**src/rtl/music_score_player_if.sv**
```systemverilog
// Control, ROM and tone signals of the score player.
// master = board control logic plus the ROM; slave = the player itself.
interface music_score_player_if #(
  parameter int ADDR_WIDTH = 7,
  parameter int ROM_WIDTH  = 12
);
  logic                  start;
  logic                  stop;
  logic                  loop_en;
  logic [ADDR_WIDTH-1:0] rom_addr;
  logic [ROM_WIDTH-1:0]  rom_data;
  logic                  buzzer;
  logic                  playing;
  logic                  done;
  logic [ROM_WIDTH-1:0]  cur_note;

  modport master (
    output start, stop, loop_en, rom_data,
    input  rom_addr, buzzer, playing, done, cur_note
  );

  modport slave (
    input  start, stop, loop_en, rom_data,
    output rom_addr, buzzer, playing, done, cur_note
  );
endinterface

```
**src/rtl/music_score_player.sv**
```systemverilog
// Score ROM sequencer: one ROM entry per beat, each decoded into a tone
// half-period that drives a square wave on the buzzer.
module music_score_player #(
  parameter int CLK_FREQ    = 100_000_000,
  parameter int BEAT_CYCLES = 25_000_000,
  parameter int ADDR_WIDTH  = 7,
  parameter int ROM_DEPTH   = 128,
  parameter int ROM_WIDTH   = 12
) (
  input  logic                 clk,
  input  logic                 rst_n,
  music_score_player_if.slave  bus
);

  localparam logic [1:0] ST_IDLE  = 2'd0;
  localparam logic [1:0] ST_FETCH = 2'd1;
  localparam logic [1:0] ST_PLAY  = 2'd2;

  localparam int                    NUM_TONES = 21;
  localparam logic [31:0]           BEAT_LAST = 32'(BEAT_CYCLES - 1);
  localparam logic [ADDR_WIDTH-1:0] ADDR_LAST = ADDR_WIDTH'(ROM_DEPTH - 1);
  localparam logic [ADDR_WIDTH-1:0] ADDR_ONE  = ADDR_WIDTH'(1);

  function automatic int base_freq(input int idx);
    case (idx)
      0:       return 262;
      1:       return 294;
      2:       return 330;
      3:       return 349;
      4:       return 392;
      5:       return 440;
      default: return 494;
    endcase
  endfunction

  // Table index = octave*7 + (note-1); octave 0 = low, 1 = med, 2 = high.
  logic [23:0] half_tbl [NUM_TONES];

  generate
    for (genvar gi = 0; gi < NUM_TONES; gi++) begin : g_tone
      localparam int FREQ = base_freq(gi % 7) << (gi / 7);
      assign half_tbl[gi] = 24'(CLK_FREQ / (2 * FREQ));
    end
  endgenerate

  logic [3:0]  nib_hi;
  logic [3:0]  nib_md;
  logic [3:0]  nib_lo;
  logic [3:0]  sel_nib;
  logic [1:0]  sel_oct;
  logic [4:0]  tone_idx;
  logic [23:0] half_dec;

  always_comb begin
    nib_hi  = bus.rom_data[11:8];
    nib_md  = bus.rom_data[7:4];
    nib_lo  = bus.rom_data[3:0];
    sel_nib = nib_lo;
    sel_oct = 2'd0;
    if (nib_hi != 4'd0) begin
      sel_nib = nib_hi;
      sel_oct = 2'd2;
    end else if (nib_md != 4'd0) begin
      sel_nib = nib_md;
      sel_oct = 2'd1;
    end
    tone_idx = 5'(sel_oct) * 5'd7 + 5'(sel_nib) - 5'd1;
    half_dec = 24'd0;
    // Zero or 8..15 in the selected nibble is a rest.
    if ((sel_nib != 4'd0) && (sel_nib <= 4'd7)) begin
      half_dec = half_tbl[tone_idx];
    end
  end

  logic [1:0]            state_q, state_d;
  logic [ADDR_WIDTH-1:0] addr_q, addr_d;
  logic                  buzz_q, buzz_d;
  logic                  done_q, done_d;
  logic [ROM_WIDTH-1:0]  note_q, note_d;
  logic [23:0]           half_q, half_d;
  logic [31:0]           beat_q, beat_d;
  logic [23:0]           tone_q, tone_d;

  always_comb begin
    state_d = state_q;
    addr_d  = addr_q;
    buzz_d  = buzz_q;
    done_d  = 1'b0;
    note_d  = note_q;
    half_d  = half_q;
    beat_d  = beat_q;
    tone_d  = tone_q;

    case (state_q)
      ST_IDLE: begin
        addr_d = '0;
        buzz_d = 1'b0;
        if (bus.start && !bus.stop) begin
          state_d = ST_FETCH;
        end
      end

      ST_FETCH: begin
        if (bus.stop) begin
          state_d = ST_IDLE;
          addr_d  = '0;
          buzz_d  = 1'b0;
        end else begin
          note_d  = bus.rom_data;
          half_d  = half_dec;
          beat_d  = 32'd0;
          tone_d  = 24'd0;
          buzz_d  = 1'b0;
          state_d = ST_PLAY;
        end
      end

      ST_PLAY: begin
        if (bus.stop) begin
          state_d = ST_IDLE;
          addr_d  = '0;
          buzz_d  = 1'b0;
          beat_d  = 32'd0;
          tone_d  = 24'd0;
        end else if (beat_q == BEAT_LAST) begin
          // Beat over: any tone cycle in progress is truncated here.
          beat_d = 32'd0;
          tone_d = 24'd0;
          buzz_d = 1'b0;
          if (addr_q < ADDR_LAST) begin
            addr_d  = addr_q + ADDR_ONE;
            state_d = ST_FETCH;
          end else if (bus.loop_en) begin
            addr_d  = '0;
            state_d = ST_FETCH;
          end else begin
            addr_d  = '0;
            done_d  = 1'b1;
            state_d = ST_IDLE;
          end
        end else begin
          beat_d = beat_q + 32'd1;
          if (half_q == 24'd0) begin
            tone_d = 24'd0;
            buzz_d = 1'b0;
          end else if (tone_q == half_q - 24'd1) begin
            tone_d = 24'd0;
            buzz_d = ~buzz_q;
          end else begin
            tone_d = tone_q + 24'd1;
          end
        end
      end

      default: begin
        state_d = ST_IDLE;
        addr_d  = '0;
        buzz_d  = 1'b0;
      end
    endcase
  end

  always_ff @(posedge clk or negedge rst_n) begin
    if (!rst_n) begin
      state_q <= ST_IDLE;
      addr_q  <= '0;
      buzz_q  <= 1'b0;
      done_q  <= 1'b0;
      note_q  <= '0;
      half_q  <= 24'd0;
      beat_q  <= 32'd0;
      tone_q  <= 24'd0;
    end else begin
      state_q <= state_d;
      addr_q  <= addr_d;
      buzz_q  <= buzz_d;
      done_q  <= done_d;
      note_q  <= note_d;
      half_q  <= half_d;
      beat_q  <= beat_d;
      tone_q  <= tone_d;
    end
  end

  assign bus.rom_addr = addr_q;
  assign bus.buzzer   = buzz_q;
  assign bus.playing  = (state_q == ST_FETCH) || (state_q == ST_PLAY);
  assign bus.done     = done_q;
  assign bus.cur_note = note_q;

endmodule
```
**src/flat_wrapper.sv**
```systemverilog
// flat-port wrapper written by rule: the top's interface ports become plain ports
module music_score_player_flat 
#(
  parameter int CLK_FREQ    = 100_000_000,
  parameter int BEAT_CYCLES = 25_000_000,
  parameter int ADDR_WIDTH  = 7,
  parameter int ROM_DEPTH   = 128,
  parameter int ROM_WIDTH   = 12
)
  (clk, rst_n, bus_start, bus_stop, bus_loop_en, bus_rom_data, bus_rom_addr, bus_buzzer, bus_playing, bus_done, bus_cur_note);
  music_score_player_if #(.ADDR_WIDTH(ADDR_WIDTH), .ROM_WIDTH(ROM_WIDTH)) bus_i ();
  input  logic clk;
  input  logic rst_n;
  input wire logic [$bits(bus_i.start)-1:0] bus_start;
  input wire logic [$bits(bus_i.stop)-1:0] bus_stop;
  input wire logic [$bits(bus_i.loop_en)-1:0] bus_loop_en;
  input wire logic [$bits(bus_i.rom_data)-1:0] bus_rom_data;
  output wire logic [$bits(bus_i.rom_addr)-1:0] bus_rom_addr;
  output wire logic [$bits(bus_i.buzzer)-1:0] bus_buzzer;
  output wire logic [$bits(bus_i.playing)-1:0] bus_playing;
  output wire logic [$bits(bus_i.done)-1:0] bus_done;
  output wire logic [$bits(bus_i.cur_note)-1:0] bus_cur_note;
  assign bus_i.start = bus_start;
  assign bus_i.stop = bus_stop;
  assign bus_i.loop_en = bus_loop_en;
  assign bus_i.rom_data = bus_rom_data;
  assign bus_rom_addr = bus_i.rom_addr;
  assign bus_buzzer = bus_i.buzzer;
  assign bus_playing = bus_i.playing;
  assign bus_done = bus_i.done;
  assign bus_cur_note = bus_i.cur_note;
  music_score_player #(.CLK_FREQ(CLK_FREQ), .BEAT_CYCLES(BEAT_CYCLES), .ADDR_WIDTH(ADDR_WIDTH), .ROM_DEPTH(ROM_DEPTH), .ROM_WIDTH(ROM_WIDTH)) u_core (.clk(clk), .rst_n(rst_n), .bus(bus_i));
endmodule
```
**config.mk**
```make
export PLATFORM = sky130hd
export DESIGN_NAME = music_score_player_flat
export DESIGN_NICKNAME = d
export VERILOG_FILES = /design/src/rtl/music_score_player_if.sv /design/src/rtl/music_score_player.sv /design/src/flat_wrapper.sv
export SDC_FILE = /design/constraint.sdc
export NUM_CORES = 1
export LEC_CHECK = 0
export BUFFER_PORTS_ARGS = -buffer_cell sky130_fd_sc_hd__buf_2
export CAP_MARGIN = 20
export CORE_MARGIN = 5
export CORE_UTILIZATION = 56
export CTS_CLUSTER_DIAMETER = 100
export DETAILED_ROUTE_END_ITERATION = 10
export PLACE_DENSITY = 0.81
export SLEW_MARGIN = 20
export SYNTH_ARGS = -nofsm -noshare
export SYNTH_HDL_FRONTEND = slang
export SYNTH_SLANG_ARGS = --single-unit
```
**constraint.sdc**
```tcl
create_clock -name clk -period 2.5 [get_ports clk]
set_input_delay 0.125 -clock clk [delete_from_list [all_inputs] [get_ports clk]]
set_output_delay 0.125 -clock clk [all_outputs]
set_load 0.02 [all_outputs]
```
# Word-level counts from Yosys, hierarchy flattened

Memory sizes are Yosys's and may differ from the RTL's.
Cells that the tools add are included.

Memory bits (read-only): 768
Word-level logic and storage cells: 84
Output and inout port bits: 22
Memories kept: 1
Register bits after elaboration: 103
Bits of input ports: 17

Memory list:

| name            | words | width | read ports | clocked after memory_dff | write ports | RTL line                 | RTL |
|---|---|---|---|---|---|---|---|
| (no name shown) | 32    | 24    | 1          | 0                        | 0           | music_score_player.sv:71 | `half_dec = half_tbl[tone_idx];` |

Bitwise logic cells: 3
Multipliers: 1
$lt $le $gt $ge: 3
Mux-type cells: 39
Equal/unequal tests: 9
Reduce and logical (&&, ||, !) cells: 14
$add $sub $neg: 6

Operator list:

| kind                                                     | count |
|---|---|
| two-way mux 24 bit                                       | 8 |
| two-way mux 32 bit                                       | 3 |
| case mux 32 bit (2 select lines)                         | 1 |
| case mux 24 bit (2 select lines)                         | 1 |
| adder 32 x 1 -> 32 bit, second input constant            | 1 |
| equality test 32 x 25 -> 1 bit, second input constant    | 1 |
| two-way mux 7 bit                                        | 4 |
| adder 24 x 1 -> 24 bit, second input constant            | 1 |
| equality test 24 bit                                     | 1 |
| logical NOT 24 bit                                       | 1 |
| subtractor 24 x 1 -> 24 bit, second input constant       | 1 |
| case mux 7 bit (2 select lines)                          | 1 |
| two-way mux 1 bit                                        | 12 |
| two-way mux 2 bit                                        | 6 |
| nonzero test 4 bit                                       | 3 |
| two-way mux 4 bit                                        | 2 |
| AND reduction 2 bit                                      | 4 |
| adder 7 x 1 -> 7 bit, second input constant              | 1 |
| < comparator 7 bit, second input constant                | 1 |
| greater-or-equal comparator 6 bit, second input constant | 1 |
| inverter 5 -> 6 bit                                      | 1 |
| case mux 2 bit (3 select lines)                          | 1 |
| adder 5 x 4 -> 5 bit                                     | 1 |
| multiplier 2 x 3 -> 5 bit, second input constant         | 1 |
| 14 further kinds                                         | 17 |

# Depth between registers and ports, before layout

Word-level depth: 11
Gate-level depth with buffers: 14
Depth with buffers taken out: 13

# Worst setup path before layout

Ideal clock, no wire load.

Kind: input -> register
Start point: input bus_rom_data[9]
End point: register u_core.half_q[9]
Library setup time: 121 ps
Arrival time: 3044 ps
Slack: -665 ps
Data required time: 2379 ps
Stages on the path: 12
Cells stage by stage: or4_1 > clkbuf_1 > o21bai_1 > ha_1 > ha_1 > inv_1 > fa_1 > clkbuf_1 > clkbuf_1 > clkbuf_1 > a31oi_1 > a22o_1

Cells in the longest elaborated chain, start to end: 10
Elaborated cells on any way between the ends: 14

RTL lines:

| item                                                   | RTL line                  | RTL |
|---|---|---|
| start: declaration                                     | flat_wrapper.sv:17        | `input wire logic [$bits(bus_i.rom_data)-1:0] bus_rom_data;` |
| nonzero test 4 bit                                     | music_score_player.sv:60  | `if (nib_hi != 4'd0) begin` |
| two-way mux 2 bit                                      | music_score_player.sv:60  |  |
| multiplier 2 x 3 -> 5 bit                              | music_score_player.sv:67  | `tone_idx = 5'(sel_oct) * 5'd7 + 5'(sel_nib) - 5'd1;` |
| adder 5 x 4 -> 5 bit                                   | music_score_player.sv:67  |  |
| subtractor 5 x 1 -> 5 bit                              | music_score_player.sv:67  |  |
| inverter 5 -> 6 bit (not written as such)              | music_score_player.sv:71  |  |
| memory read (32 x 24 bit)                              | -                         |  |
| two-way mux 24 bit (not written as such) (2 in series) | music_score_player.sv:71  |  |
| two-way mux 24 bit *                                   | music_score_player.sv:70  | `if ((sel_nib != 4'd0) && (sel_nib <= 4'd7)) begin` |
| end signal: assignment                                 | music_score_player.sv:179 | `half_q <= half_d;` |
| end: declaration                                       | music_score_player.sv:80  | `logic [23:0] half_q, half_d;` |

Mark *: on every way between the ends. The rest lies on a longest branch, timed or not. The select of a mux whose other input is x is not followed.
A chain may end at the register's enable or synchronous reset.

# Worst setup path in the final report

Start point: input bus_rom_data[10]
End point: register u_core.half_q[9]

Same word-level chain as after synthesis.

==> results.json <==
{
  "tightest_slew_ns": 0.768,
  "synth.ff_latch_count": 97,
  "grt_pass1_wl_um": 29500,
  "fp.dieArea_um2": 13500,
  "drc": 0,
  "cts_made_buffers": 9,
  "status": "complete, but fails checks",
  "dp_hpwl_um": 12400,
  "total_power_w": 0.00741,
  "h-tree-depth": 3,
  "cp_max_fo": 7,
  "port_buffers": 38,
  "routedWlPerCell_um": 17.7,
  "powerDensity_nw_per_um2": 857,
  "area_delta_synth_final_pct": 36.6,
  "num-nets-final": 955,
  "clock.fmax_mhz": 366,
  "routed_wl_um": 18800,
  "crit_type": "primary input to flip-flop",
  "start_util": 0.578,
  "grt_overflow": 0,
  "holdWs_ns": 0.0784,
  "root_buffer": "clkbuf_16",
  "seq_area_frac_synth": 0.384,
  "synthCells": 766,
  "io-pin-count": 39,
  "hold_viol": 0,
  "setup_ws_ns": -0.232,
  "power.leakage_nw": 3.85,
  "hp-class": "primary input to flip-flop",
  "rows": 38,
  "cts_sinks": 97,
  "ys.flop_type": "dfrtp_1",
  "drv_cap": 0,
  "via_count": 6525,
  "final.period_utilization": 1.09,
  "max_stage_delay_ns": 0.59,
  "track_usage": 0.268,
  "netlist_top_cells_area": "dfrtp_1, nand2_1, nor2_1",
  "vias_per_cell": 6.14,
  "design.core.area_um2": 10900,
  "crit_chain": "buf_6 > or4_4 > nor3_4 > or2_4 > ha_4 > inv_2 > fa_2 > buf_12 > xnor2_4 > buf_6 > or3_4 > o2111ai_2 > a22o_1",
  "yosys_warnings": 0,
  "ir_drop_v": 0.000717,
  "setup_viol": 40,
  "worst_ep_required_time_ns": 2.73,
  "drive_gt1_frac": 0.313,
  "crit_arrival_ns": 2.97,
  "async_reset_ff_frac": 1.00,
  "dr.pass1.iters": 5,
  "rsz0062_at_grt": "yes",
  "syn-num-nets": 804,
  "gp_congestion": 0.911,
  "post-place-cells": 1006,
  "stdcell_count": 1062,
  "syn_area_per_cell_um2": 8.26,
  "finalMaxSlewViolations": 0,
  "antenna_found_initial": 0,
  "place_ws_ns": -0.460,
  "yosys.area.top_type_share": 0.384,
  "netlist_area_um2": 6320,
  "drt_iter0_drc": 770,
  "finalCriticalPeriod_ns": 2.73,
  "fin_skew_ns": 0.00606,
  "synth_top_cell_by_area": "dfrtp_1",
  "crit_top_cell": "buf_6",
  "clk_latency_ns": 0.35,
  "failed_checks": "negative setup slack",
  "synth.distinct_cells": 62,
  "synth_edf_count": 0,
  "die_y_um": 116,
  "crit_path_top_delay_cell": "or4_4",
  "diodes": 0,
  "die_w_um": 116,
  "slew_headroom": 0.487,
  "drtAntennaViolNets": 0,
  "cp-start-kind": "primary input",
  "cp-end-kind": "flip-flop",
  "tns_ns": -4.71,
  "clockBufferDepth": 2,
  "grt_start_max_net_pins": 53,
  "clkTransAtPathRegs_ns": 0.07,
  "grt_pass1_vias": 6137,
  "cts_tree": "built"
}
-- cell usage after synthesis (6+ instances only) --
cell / number
o31ai_1: 6
clkbuf_1: 29
ha_1: 20
mux2i_1: 12
or3_1: 8
dfrtp_1: 97
nor4_1: 12
and3_1: 18
xnor2_1: 30
nand2b_1: 9
inv_1: 28
nor2_1: 73
nor3_1: 22
a21oi_1: 28
xor2_1: 18
nand4_1: 20
nand3_1: 46
a31oi_1: 20
a22o_1: 9
nand2_1: 119
o21ai_0: 52
-- registers in the layout, indices dropped and copies added (netlist names) --
name	flops
u_core.bus.rom_addr	7
u_core.state_q	2
u_core.beat_q	32
u_core.half_q	18
u_core.bus.done	1
u_core.bus.cur_note	12
u_core.tone_q	24
u_core.bus.buzzer	1
-- kinds of logic (layout without fill, tap and decap cells) --
| kind of cell | Yosys count | in the layout | synth area share |
|---|---|---|---|
| and+or+nand+nor | 366 | 366 | 0.291 |
| AOI/OAI and AO/OA | 153 | 153 | 0.152 |
| DFF | 97 | 97 | 0.384 |
| buffers and inverters | 68 | 223 | 0.0437 |
| xor gates and xnor gates | 48 | 49 | 0.0665 |
| adders and majority gates | 21 | 21 | 0.0427 |
| muxes | 12 | 12 | 0.0190 |
| other | 1 | 1 | 0.000593 |
-- cell usage in the layout (no fill, tap or decap), drive strengths merged, types with 4 or more instances in the layout --
cell type,synthesis,layout
buf,11,173
nand2,121,121
dfrtp,97,97
nor2,73,73
o21ai,55,55
nand3,46,46
xnor2,30,31
inv,28,28
a21oi,28,28
nor3,25,25
nand4,21,21
a31oi,20,20
ha,20,20
and3,18,18
xor2,18,18
nor4,17,17
mux2i,12,12
a22o,9,9
clkbuf,29,9
nand2b,9,9
or3,8,8
o31ai,6,6
dlygate4sd3,0,6
o311ai,6,6
nor2b,5,5
o211ai,5,5
nor4b,5,5
or4,4,4
-- repair_timing --
action	CTS	global route
cloned	2	1
setup buffers	8	25
setup endpoints to repair	39	71
endpoints found under the hold margin	50	0
pin swaps	23	55
gates resized for setup	30	83
hold buffers	6	0
-- worst max-delay path, delay by kind of cell --
kind,cells,cell delay [ns]
adders and majority gates,2,0.59
xor gates and xnor gates,1,0.25
and+or+nand+nor,4,1.16
AOI/OAI and AO/OA,2,0.37
buffers and inverters,4,0.48
-- path summary, 6_finish.rpt --
path                                        start                endpoint  slack (ns)  cells after the start
max in group asynchronous                   rst_n  u_core.bus.rom_addr[4]        1.47                      3
hold reg to reg            u_core.bus.cur_note[8]  u_core.bus.cur_note[8]        0.47                      2
hold / removal                    bus_rom_data[8]  u_core.bus.cur_note[8]        0.08                      4
setup / recovery                 bus_rom_data[10]        u_core.half_q[9]       -0.23                     13
setup reg to reg                 u_core.half_q[0]        u_core.tone_q[2]       -0.15                     12
min in group asynchronous                   rst_n        u_core.tone_q[2]        0.33                      2
-- report_power, final --
part           total, W  internal, W  switching (W)
Combinational   0.00391      0.00178        0.00213
Clock           0.00140     0.000774       0.000623
Sequential      0.00210      0.00183       0.000270
-- stage by stage --
stage                      util  area [µm²]
final                     0.790        8640
after global routing      0.790        8640
after detailed placement  0.686        7500
after floorplan               -        6580
after global placement    0.686        7500
after CTS                 0.741        8100
-- cell type report --
type | instances | area (µm²)
multi-input cells | 602 | 4190
clock buffers | 9 | 225
inverters | 28 | 105
well taps | 140 | 175
fillers | 693 | 2290
repair buffers | 179 | 1440
clock inverters | 7 | 71.3
flip-flops and latches | 97 | 2430
-- per-layer routing --
metal | global-route usage | up-vias | part of all wire
met5 | 0 | - | 0
met2 | 0.442 | 280 | 0.50
met3 | 0.0425 | 51 | 0.056
met1 | 0.366 | 3161 | 0.42
li1 | - | 3033 | -
met4 | 0.0812 | 0 | 0.027
No activity file was read; power rests on OpenSTA's default activity.
